<file path="config.mk">
export PLATFORM = sky130hd
export DESIGN_NAME = pipe_stage_reg
export DESIGN_NICKNAME = d
export VERILOG_FILES = /design/src/rtl/pipe_stage_reg.sv
export SDC_FILE = /design/constraint.sdc
export NUM_CORES = 1
export LEC_CHECK = 0
export ABC_CLOCK_PERIOD_IN_PS = 2400
export BUFFER_PORTS_ARGS = -buffer_cell sky130_fd_sc_hd__buf_2
export CAP_MARGIN = 30
export CORE_MARGIN = 4
export CORE_UTILIZATION = 40
export DETAILED_ROUTE_END_ITERATION = 16
export MAX_ROUTING_LAYER = met4
export PLACE_DENSITY = 0.71
export SLEW_MARGIN = 20
export SYNTH_ARGS = -nofsm -noshare
export SYNTH_HDL_FRONTEND = slang
export SYNTH_SLANG_ARGS = --single-unit
</file>
<file path="constraint.sdc">
create_clock -name clk -period 2.4 [get_ports clk]
set_input_delay 0.48 -clock clk [delete_from_list [all_inputs] [get_ports clk]]
set_output_delay 0.48 -clock clk [all_outputs]
set_load 0.03 [all_outputs]
</file>
<file path="src/rtl/pipe_stage_reg.sv">
// Two-entry skid-buffered pipeline register between processor stages.
// in_ready depends on registered state only, so ready never ripples upstream combinationally.
module pipe_stage_reg #(
   parameter int DATA_W = 32,
   parameter int CTRL_W = 8
) (
   input  logic              clk,
   input  logic              rst_n,
   input  logic              in_valid,
   output logic              in_ready,
   input  logic [DATA_W-1:0] in_data,
   input  logic [CTRL_W-1:0] in_ctrl,
   input  logic              flush,
   output logic              out_valid,
   input  logic              out_ready,
   output logic [DATA_W-1:0] out_data,
   output logic [CTRL_W-1:0] out_ctrl,
   output logic [15:0]       stall_cnt
);

   typedef enum logic [1:0] {EMPTY = 2'd0, ONE = 2'd1, FULL = 2'd2} state_t;

   state_t              state_q, state_d;
   logic [DATA_W-1:0]   main_data_q, main_data_d;
   logic [CTRL_W-1:0]   main_ctrl_q, main_ctrl_d;
   logic [DATA_W-1:0]   skid_data_q, skid_data_d;
   logic [CTRL_W-1:0]   skid_ctrl_q, skid_ctrl_d;
   logic [15:0]         stall_q, stall_d;
   logic                accept, deliver;

   function automatic logic [15:0] sat_inc(input logic [15:0] v);
      return (v == 16'hFFFF) ? v : v + 16'd1;
   endfunction

   always_ff @(posedge clk or negedge rst_n) begin
      if (!rst_n) begin
         state_q <= EMPTY;
      end else begin
         state_q <= state_d;
      end
   end

   always_ff @(posedge clk or negedge rst_n) begin
      if (!rst_n) begin
         main_data_q <= '0;
         main_ctrl_q <= '0;
         skid_data_q <= '0;
         skid_ctrl_q <= '0;
         stall_q     <= '0;
      end else begin
         main_data_q <= main_data_d;
         main_ctrl_q <= main_ctrl_d;
         skid_data_q <= skid_data_d;
         skid_ctrl_q <= skid_ctrl_d;
         stall_q     <= stall_d;
      end
   end

   assign accept  = in_valid && in_ready;
   assign deliver = out_valid && out_ready;

   always_comb begin
      state_d     = state_q;
      main_data_d = main_data_q;
      main_ctrl_d = main_ctrl_q;
      skid_data_d = skid_data_q;
      skid_ctrl_d = skid_ctrl_q;
      stall_d     = (out_valid && !out_ready) ? sat_inc(stall_q) : stall_q;
      case (state_q)
         EMPTY: begin
            if (accept) begin
               state_d     = ONE;
               main_data_d = in_data;
               main_ctrl_d = in_ctrl;
            end
         end
         ONE: begin
            if (accept && deliver) begin
               main_data_d = in_data;
               main_ctrl_d = in_ctrl;
            end else if (accept) begin
               state_d     = FULL;
               skid_data_d = in_data;
               skid_ctrl_d = in_ctrl;
            end else if (deliver) begin
               state_d = EMPTY;
            end
         end
         FULL: begin
            if (deliver) begin
               state_d     = ONE;
               main_data_d = skid_data_q;
               main_ctrl_d = skid_ctrl_q;
               skid_data_d = '0;
               skid_ctrl_d = '0;
            end
         end
         default: state_d = EMPTY;
      endcase
      // Flush squashes control only; payload registers keep their last values.
      if (flush) begin
         state_d     = EMPTY;
         main_data_d = main_data_q;
         skid_data_d = skid_data_q;
         main_ctrl_d = '0;
         skid_ctrl_d = '0;
      end
   end

   always_comb begin
      in_ready  = (state_q != FULL);
      out_valid = (state_q != EMPTY);
      out_data  = main_data_q;
      out_ctrl  = out_valid ? main_ctrl_q : '0;
      stall_cnt = stall_q;
   end

endmodule

</file>
==> results of run 1 <==
## synthesized netlist by cell type (all sizes together)
master / instances / area (µm²)
nor4: 8 / 71.32
a21o: 1 / 7.510
nand3b: 1 / 7.510
nand2b: 2 / 12.51
and3: 2 / 12.51
dfrtp: 98 / 2452
ha: 1 / 12.51
xnor2: 1 / 8.760
nand3: 5 / 30.03
nor2b: 3 / 18.77
and2: 9 / 56.30
buf: 11 / 61.31
or2: 2 / 12.52
a21boi: 33 / 247.7
mux2: 1 / 15.01
a21oi: 2 / 10.01
a22o: 1 / 8.760
nand2: 70 / 262.8
nand4: 3 / 33.78
and2b: 7 / 52.55
xor2: 14 / 122.6
o21ai: 97 / 485.5
inv: 4 / 15.01
mux2i: 8 / 80.08
nor4b: 1 / 8.760
or4: 1 / 7.510
nor3b: 1 / 7.510
nand4bb: 1 / 11.26
clkbuf: 24 / 93.84
nor2: 20 / 77.58
or3: 1 / 6.260
a211oi: 8 / 60.06
nor3: 15 / 75.07
o2bb2a: 1 / 10.01
## power groups by stage
stage          Sequential, µW  Combinational, µW  Clock [µW]
4_1_cts                  2220               1120        1060
2_1_floorplan            2530                437           0
3_3_place_gp             2230               1090           0
6_report                 2220               1110        1030
3_5_place_dp             2250               1120           0
5_1_grt                  2270               1220        1130
## layout by cell type, fill, tap and decap left out, drive strengths merged, types with 2 or more instances in the layout
cell,n
buf,114
dfrtp,98
o21ai,97
nand2,70
a21boi,33
nor2,20
nor3,15
xor2,14
clkbuf,13
and2,9
mux2i,8
a211oi,8
nor4,8
and2b,7
nand3,5
inv,3
nor2b,3
nand4,3
nand2b,2
a21oi,2
and3,2
clkinv,2
or2,2
## worst min path at each step
stage	end	cells past startpoint	slack (ps)	startpoint
floorplan	main_ctrl_q[0]	0	180	rst_n
global route	skid_data_q[4]	1	180	rst_n
CTS	out_data[29]	1	150	rst_n
finish	out_data[3]	1	140	rst_n
global placement	skid_data_q[26]	2	460	skid_data_q[26]
detailed placement	skid_data_q[18]	2	470	skid_data_q[18]
## flip-flops by register name, summed over array words and instances, names as in the netlist
name / flops
skid_ctrl_q: 8
main_ctrl_q: 8
skid_data_q: 32
state_q: 2
stall_cnt: 16
out_data: 32
## metrics by stage
stage / util / setup WS [ps] / instances / hold slack, ps
after floorplan: - / 400.5 / 457 / 184.4
after global placement: 0.4681 / 440.6 / 673 / 456.7
after detailed placement: 0.4681 / 320.0 / 673 / 466.0
after CTS: 0.4845 / 30.72 / 689 / 150.1
after global routing: 0.4885 / 31.61 / 693 / 180.7
final: 0.4885 / 259.4 / 693 / 142.6
## cell families after synthesis
logic type / share of synthesized area
AOI/OAI and AO/OA: 0.1862
xor gates and xnor gates: 0.02949
adders and majority gates: 0.002808
buffers and inverters: 0.03819
DFF: 0.5504
muxes: 0.02134
and+or+nand+nor: 0.1716
## cell type report
| cell class | instances | area (µm²) | area share |
|---|---|---|---|
| well taps | 140 | 175.2 | 0.03293 |
| clock inverters | 3 | 40.04 | 0.007528 |
| repair buffers | 114 | 640.6 | 0.1204 |
| flip-flops and latches | 98 | 2452 | 0.4611 |
| inverters | 4 | 18.77 | 0.003529 |
| multi-input cells | 320 | 1851 | 0.3479 |
| diodes | 1 | 2.502 | 0.0004705 |
| clock buffers | 13 | 138.9 | 0.02611 |
## what timing repair did
| item | in CTS | in global routing |
|---|---|---|
| endpoints found under the setup margin | 0 | 2 |
| buffers inserted | 0 | 2 |
| gates resized for setup | 0 | 2 |
## layer usage
metal  up-vias  track usage  part of all wire
met2       112       0.2870              0.47
li1       1746            -                 -
met3        19      0.03289             0.058
met1      1733       0.2141              0.45
met4         0      0.06410             0.020
met5         -            -                 0
==> results_tabular.tex, run 1 <==
\begin{tabular}{lr}
\hline
Metric & Value \\
\hline
\multicolumn{2}{l}{\textbf{Run status}} \\
Run status & finished clean \\
\multicolumn{2}{l}{\textbf{Setup path}} \\
Arrival time at the worst endpoint & 2420 ps \\
Slowest stage delay, CP & 460 ps \\
Minimum setup slack among reg-to-reg paths & about 260 ps \\
Critical Setup Path Class & register to register \\
Worst Path Required & 2680 ps \\
Startpoint of the most critical register-to-register path & state\_q[1] \\
Kind of cell with the highest combined delay on the critical path & buffers and inverters \\
Worst r2r dst & out\_data[1] \\
Capture point of the worst path & out\_data[1] \\
Top cell by count, worst path & buf\_4 \\
Launching instance or port of the critical path & state\_q[1] \\
Type of destination of the critical path & register \\
Critical Path Start Type & register \\
Depth of the most critical reg-to-reg path & 6 \\
Largest fanout on the critical path & 42 \\
Cell chain of the critical path & nor2b\_2, buf\_4, a22o\_1, nand2b\_1, buf\_4, o21ai\_0 \\
Critical-path cell with the highest stage delay & dfrtp\_1 \\
Number of gates on the worst path with buffers counted & 6 \\
CP bufs+invs & 2 \\
\multicolumn{2}{l}{\textbf{Floorplanning}} \\
Die Span X & 113.5 µm \\
Initial core utilization & 0.4092 \\
Std cell rows & 38 \\
Core Box Area & 0.01089 mm² \\
Overall die area & between 0.01 and 0.015 mm² \\
Die Y-Extent & 113.5 µm \\
Total I/O pin count & 103 \\
\multicolumn{2}{l}{\textbf{STA}} \\
Final Hold Vio Count & 0 \\
Total count of max-transition violations in the final report & 0 \\
Slew at the pin closest to its max-slew limit & 653.4 ps \\
Setup repair after global routing missed its margin & no \\
Min cycle time layout & 2141 ps \\
Fmax & 0.4672 GHz \\
Clock skew after layout & 3.401 ps \\
Slew headroom & 0.5644 \\
Setup\_tns & 0 ps \\
Portion of the clock cycle consumed by the worst path in the final layout & 0.8919 \\
Final-report setup violation count & 0 \\
\multicolumn{2}{l}{\textbf{Global route}} \\
Leftover overflow at the end of global routing & 0 \\
Overall Global Routing Usage & 0.1742 \\
Number of global-route vias before repair & approximately 3.6k \\
Pin count of the biggest net entering global routing & 65 \\
Number of antenna violations at the first check in global routing & 1 \\
First-pass GRT wire length & 17.55 mm \\
\multicolumn{2}{l}{\textbf{Clocking}} \\
Maximum level of the CTS H-tree & 3 \\
CTS Buffer Depth & 2 \\
Buffer cell driving the clock tree root & clkbuf\_8 \\
Later-pin clock latency in the skew report & 360 ps \\
Number of buffers added by the clock tree synthesis step & 9 \\
Clk sink count & just under 100 \\
Hold\_buf cts & 0 \\
Clock tree from TritonCTS & yes \\
Clock-pin slew on the worst setup and hold paths & 90 ps \\
\multicolumn{2}{l}{\textbf{Logic synthesis}} \\
Post-synthesis sequential area ratio & 0.5504 \\
Post-synth design cell area & 0.004456 mm² \\
Number of storage elements in the synthesis netlist & 98 \\
Synth unique cells & 44 \\
Warnings from Yosys & 0 \\
Synthesized netlist cell count & 457 \\
Avg Cell Area, Syn & 9.750 µm² \\
Synthesized Nets & 503 \\
\multicolumn{2}{l}{\textbf{Route}} \\
WL/cell & 15.23 µm \\
Via/cell ratio & 5.209 \\
Final routed DRC violation total & 0 \\
Post-detailed-routing wire length & 10.56 mm \\
First-pass iteration count of the detailed router & 4 \\
Post-detailed-route count of antenna-violating nets & 0 \\
Drt initial violations & 181 \\
Total number of vias & 3610 \\
\multicolumn{2}{l}{\textbf{Placed design}} \\
RD Place Congestion & 0.7950 \\
Placed wire-length estimate after detailed placement & about 7.0 mm \\
I/O Buffers & 102 \\
Placement Cell Area & $\sim$0.0051 mm² \\
\multicolumn{2}{l}{\textbf{Layout}} \\
Area growth, synth to finish & 19.38\% \\
Summed area of non-filler cells in the final layout & about 0.0053 mm² \\
Nets & 593 \\
Ratio of cells with drive above 1 in the final layout & 0.2500 \\
Fill cells & 1078 \\
\multicolumn{2}{l}{\textbf{Power}} \\
Cell-internal power & between 2000 and 3000 µW \\
IR Drop Worst-Case VDD & 0.0004354 V \\
Relative contribution of sequential cells to total power & 0.509 \\
Power density over the cells & 819.7 mW/mm² \\
Switch Pwr & 1528 µW \\
Sw Ratio & 0.3504 \\
Static leakage power & roughly 0.0026 µW \\
Power, Total & between 4000 and 5000 µW \\
Logic pwr share & 0.254 \\
Clock share of power & 0.237 \\
\multicolumn{2}{l}{\textbf{Flow run}} \\
Count of maximum capacitance violations & 0 \\
\multicolumn{2}{l}{\textbf{Hold path}} \\
Class of the tightest hold or removal check & primary input to async pin \\
\hline
\end{tabular}
Power figures use the tool's default switching activity.
==> run 2, diff against run 1 <==
ABC_AREA = 1   (was not set)
ABC_CLOCK_PERIOD_IN_PS = not set   (was 2400)
CORE_MARGIN = not set   (was 4)
==> run 2 against run 1 <==
Register-to-register slack improved by 210 ps. Cell area rose by 5.9%. Clock-buffer cell count is 4 lower. Core utilization is 0.48 points higher. Largest cell class unchanged. Wire length decreased by 0.71%. Synthesized area rose by 5.5%. Clock skew grew 3.9 ps. Critical path depth fell by 2. Final cell count is 25% higher.
==> results_tabular.tex, run 2 <==
\begin{tabular}{lr}
\hline
Metric & Value \\
\hline
\multicolumn{2}{l}{\textbf{Floorplanning}} \\
Initial core utilization & 0.4116 \\
Overall die area & 0.01219 mm² \\
Total I/O pin count & 103 \\
Std cell rows & 39 \\
Core Box Area & between 0.01 and 0.015 mm² \\
Die Y-Extent & 110.4 µm \\
Die Span X & approximately 110 µm \\
\multicolumn{2}{l}{\textbf{Layout}} \\
Area growth, synth to finish & 19.86\% \\
Antenna fix cells & 0 \\
Fill cells & 1154 \\
Final non-filler cell total & $\sim$860 \\
Commonest cells after routing, fill and taps aside & nand2\_1, buf\_2, dfrtp\_1 \\
Multi-input logic area & between 0.0015 and 0.002 mm² \\
Nets & 761 \\
Flip-flop and latch area & 0.002452 mm² \\
Ratio of cells with drive above 1 in the final layout & 0.1944 \\
Most common cell after layout, fill and taps aside & nand2\_1 \\
\multicolumn{2}{l}{\textbf{Logic synthesis}} \\
Most frequent cell after synthesis & nand2\_1 \\
Biggest area consumer among synthesized cells & dfrtp\_1 \\
Combinational family with the most area after synthesis & simple AND/OR/NAND/NOR gates \\
Avg Cell Area, Syn & 7.592 µm² \\
Post-synthesis simple-gate area fraction & 0.2772 \\
Post-synth design cell area & $\sim$0.0047 mm² \\
Number of storage elements in the synthesis netlist & 98 \\
Share of synthesized area spent on multiplexers & 0 \\
Synth unique cells & 23 \\
Count of flip-flops with a built-in enable after synthesis & 0 \\
Synthesized Nets & 665 \\
Share of the synthesized area in the top cell type & 0.5218 \\
Fraction of registers with async set/reset & 1.000 \\
Synthesized netlist cell count & 619 \\
Post-synthesis sequential area ratio & 0.5218 \\
Commonest cells post-synth & nand2\_1, dfrtp\_1, o21ai\_1 \\
Synth area leaders & dfrtp\_1, nand2\_1, o21ai\_1 \\
Area fraction in compound gates after synthesis & 0.1006 \\
XOR/XNOR Fraction of Synth Area & 0.01491 \\
Primary flip-flop cell chosen by synthesis mapping & dfrtp\_1 \\
Warnings from Yosys & 0 \\
Share of synthesized cell area in full adder, half adder and majority cells & 0.002662 \\
\multicolumn{2}{l}{\textbf{Clocking}} \\
Number of setup buffers added after CTS & 0 \\
CTS Buffer Depth & 2 \\
Hold\_buf cts & 0 \\
Maximum level of the CTS H-tree & 3 \\
Later-pin clock latency in the skew report & between 300 and 400 ps \\
Clk sink count & 98 \\
Clock tree from TritonCTS & yes \\
Buffer cell driving the clock tree root & clkbuf\_16 \\
Clock-pin slew on the worst setup and hold paths & 70 ps \\
Number of buffers added by the clock tree synthesis step & 9 \\
Cts repair resizes & 0 \\
\multicolumn{2}{l}{\textbf{Hold path}} \\
Class of the tightest hold or removal check & primary input to async pin \\
\multicolumn{2}{l}{\textbf{STA}} \\
Final-report setup violation count & 0 \\
Post-layout worst setup margin & 393.0 ps \\
Slew at the pin closest to its max-slew limit & 603.1 ps \\
Total count of max-transition violations in the final report & 0 \\
Setup\_tns & 0 ps \\
Slew headroom & 0.5979 \\
Fin Hold WS & 72.20 ps \\
Setup repair after global routing missed its margin & no \\
Min cycle time layout & 2007 ps \\
Fmax & 0.4982 GHz \\
Clock skew after layout & roughly 7.3 ps \\
Portion of the clock cycle consumed by the worst path in the final layout & 0.8363 \\
Final Hold Vio Count & 0 \\
\multicolumn{2}{l}{\textbf{Global route}} \\
Routing usage on met1 & 0.2514 \\
Pin count of the biggest net entering global routing & 65 \\
Number of antenna violations at the first check in global routing & 0 \\
Number of global-route vias before repair & 3818 \\
First-pass GRT wire length & 17.39 mm \\
Met2 capacity usage during global routing & 0.2893 \\
Overall Global Routing Usage & 0.1873 \\
Met3 Resource Use GR & 0.02998 \\
Leftover overflow at the end of global routing & 0 \\
Layer carrying the most global-route usage & met2 \\
\multicolumn{2}{l}{\textbf{Placed design}} \\
Number of placed cells counting well taps & about 850 \\
Placed wire-length estimate after detailed placement & between 7 and 8 mm \\
I/O Buffers & 102 \\
RD Place Congestion & 0.8292 \\
Setup Slack @ Placement & 466.0 ps \\
\multicolumn{2}{l}{\textbf{Run status}} \\
Run status & finished clean \\
\multicolumn{2}{l}{\textbf{Route}} \\
Final routed DRC violation total & 0 \\
Total number of vias & 4107 \\
Post-detailed-route count of antenna-violating nets & 0 \\
Post-detailed-routing wire length & 10.48 mm \\
WL/cell & 12.14 µm \\
Via/cell ratio & about 4.8 \\
First-pass iteration count of the detailed router & 4 \\
Drt initial violations & 166 \\
\multicolumn{2}{l}{\textbf{Setup path}} \\
Type of destination of the critical path & primary output \\
Critical Setup Path Class & register to primary output \\
Arrival time at the worst endpoint & approximately 1500 ps \\
Cell chain of the critical path & nor2\_8, inv\_2, buf\_4, buf\_2 \\
Worst Path Required & about 1900 ps \\
Startpoint of the most critical register-to-register path & state\_q[0] \\
Slowest stage delay, CP & between 500 and 600 ps \\
Critical-path cell with the highest stage delay & dfrtp\_1 \\
Largest fanout on the critical path & 18 \\
Worst r2r dst & out\_data[25] \\
Minimum setup slack among reg-to-reg paths & 470 ps \\
Depth of the most critical reg-to-reg path & 8 \\
Critical Path Start Type & register \\
\multicolumn{2}{l}{\textbf{Power}} \\
Power density over the cells & $\sim$880 mW/mm² \\
Cell-internal power & 3172 µW \\
Switch Pwr & 1796 µW \\
Logic pwr share & 0.261 \\
IR Drop Worst-Case VDD & 0.0004169 V \\
Sw Ratio & 0.3616 \\
Clock share of power & 0.280 \\
Static leakage power & 0.003133 µW \\
Relative contribution of sequential cells to total power & 0.458 \\
\multicolumn{2}{l}{\textbf{Flow run}} \\
Count of maximum capacitance violations & 0 \\
\hline
\end{tabular}
run 2: cell count changes after synthesis, moves of 22 or more:
cell,before,now
o21ai_1,5,77
nand2_1,70,260
nand3_1,4,26
inv_1,4,64
o21ai_0,92,13
a21boi_0,32,0
run 2: per-stage QoR:
step / total power, µW / util / instance area, µm²
detailed placement: 3621 / 0.4684 / 5349
floorplan: 3194 / - / 4700
global route: 5287 / 0.4933 / 5633
finish: 4968 / 0.4933 / 5633
global placement: 3562 / 0.4684 / 5349
CTS: 5017 / 0.4933 / 5633
run 2: power by group through the flow:
stage | Combinational (µW) | Clock [µW] | Sequential, µW
after floorplan | 598 | 0 | 2600
after global placement | 1270 | 0 | 2290
after detailed placement | 1320 | 0 | 2300
after CTS | 1320 | 1420 | 2280
after global routing | 1460 | 1500 | 2330
final | 1300 | 1390 | 2280
run 2: how the worst max path moves through the flow:
stage | slack, ps | start | endpoint
2_1_floorplan | 760 | stall_cnt[1] | stall_cnt[13]
3_3_place_gp | 530 | state_q[0] | out_data[22]
3_5_place_dp | 470 | in_valid | skid_data_q[14]
4_1_cts | 390 | state_q[0] | in_ready
5_1_grt | 280 | state_q[0] | out_data[21]
6_report | 390 | state_q[0] | in_ready
run 2: kinds of logic after synthesis:
logic type | Yosys count
adder cells (fa/ha/maj) | 1
AND/OR/NAND/NOR | 324
XOR/XNOR | 8
flip-flops | 98
AO/OA/AOI/OAI | 93
buffers and inverters | 95
run 2: metal layers:
| layer | part of all wire | up-vias |
|---|---|---|
| li1 | - | 2115 |
| met1 | 0.49 | 1898 |
| met2 | 0.46 | 80 |
| met3 | 0.039 | 14 |
| met4 | 0.013 | 0 |
| met5 | 0 | - |
run 2: layout make-up:
type                       instances  area share
timing repair buffer             113      0.1080
multi-input combinational        426      0.3299
clock buffer                       9     0.03998
tap                              143     0.03176
clock inverter                     7     0.01044
inverter                          67     0.04465
sequential                        98      0.4354
run 2: worst max-delay path, delay by kind of cell (launching register included):
kind                   cells  cell delay [ps]
AND/OR/NAND/NOR            1               80
buffers and inverters      3              540
flip-flops                 1              560
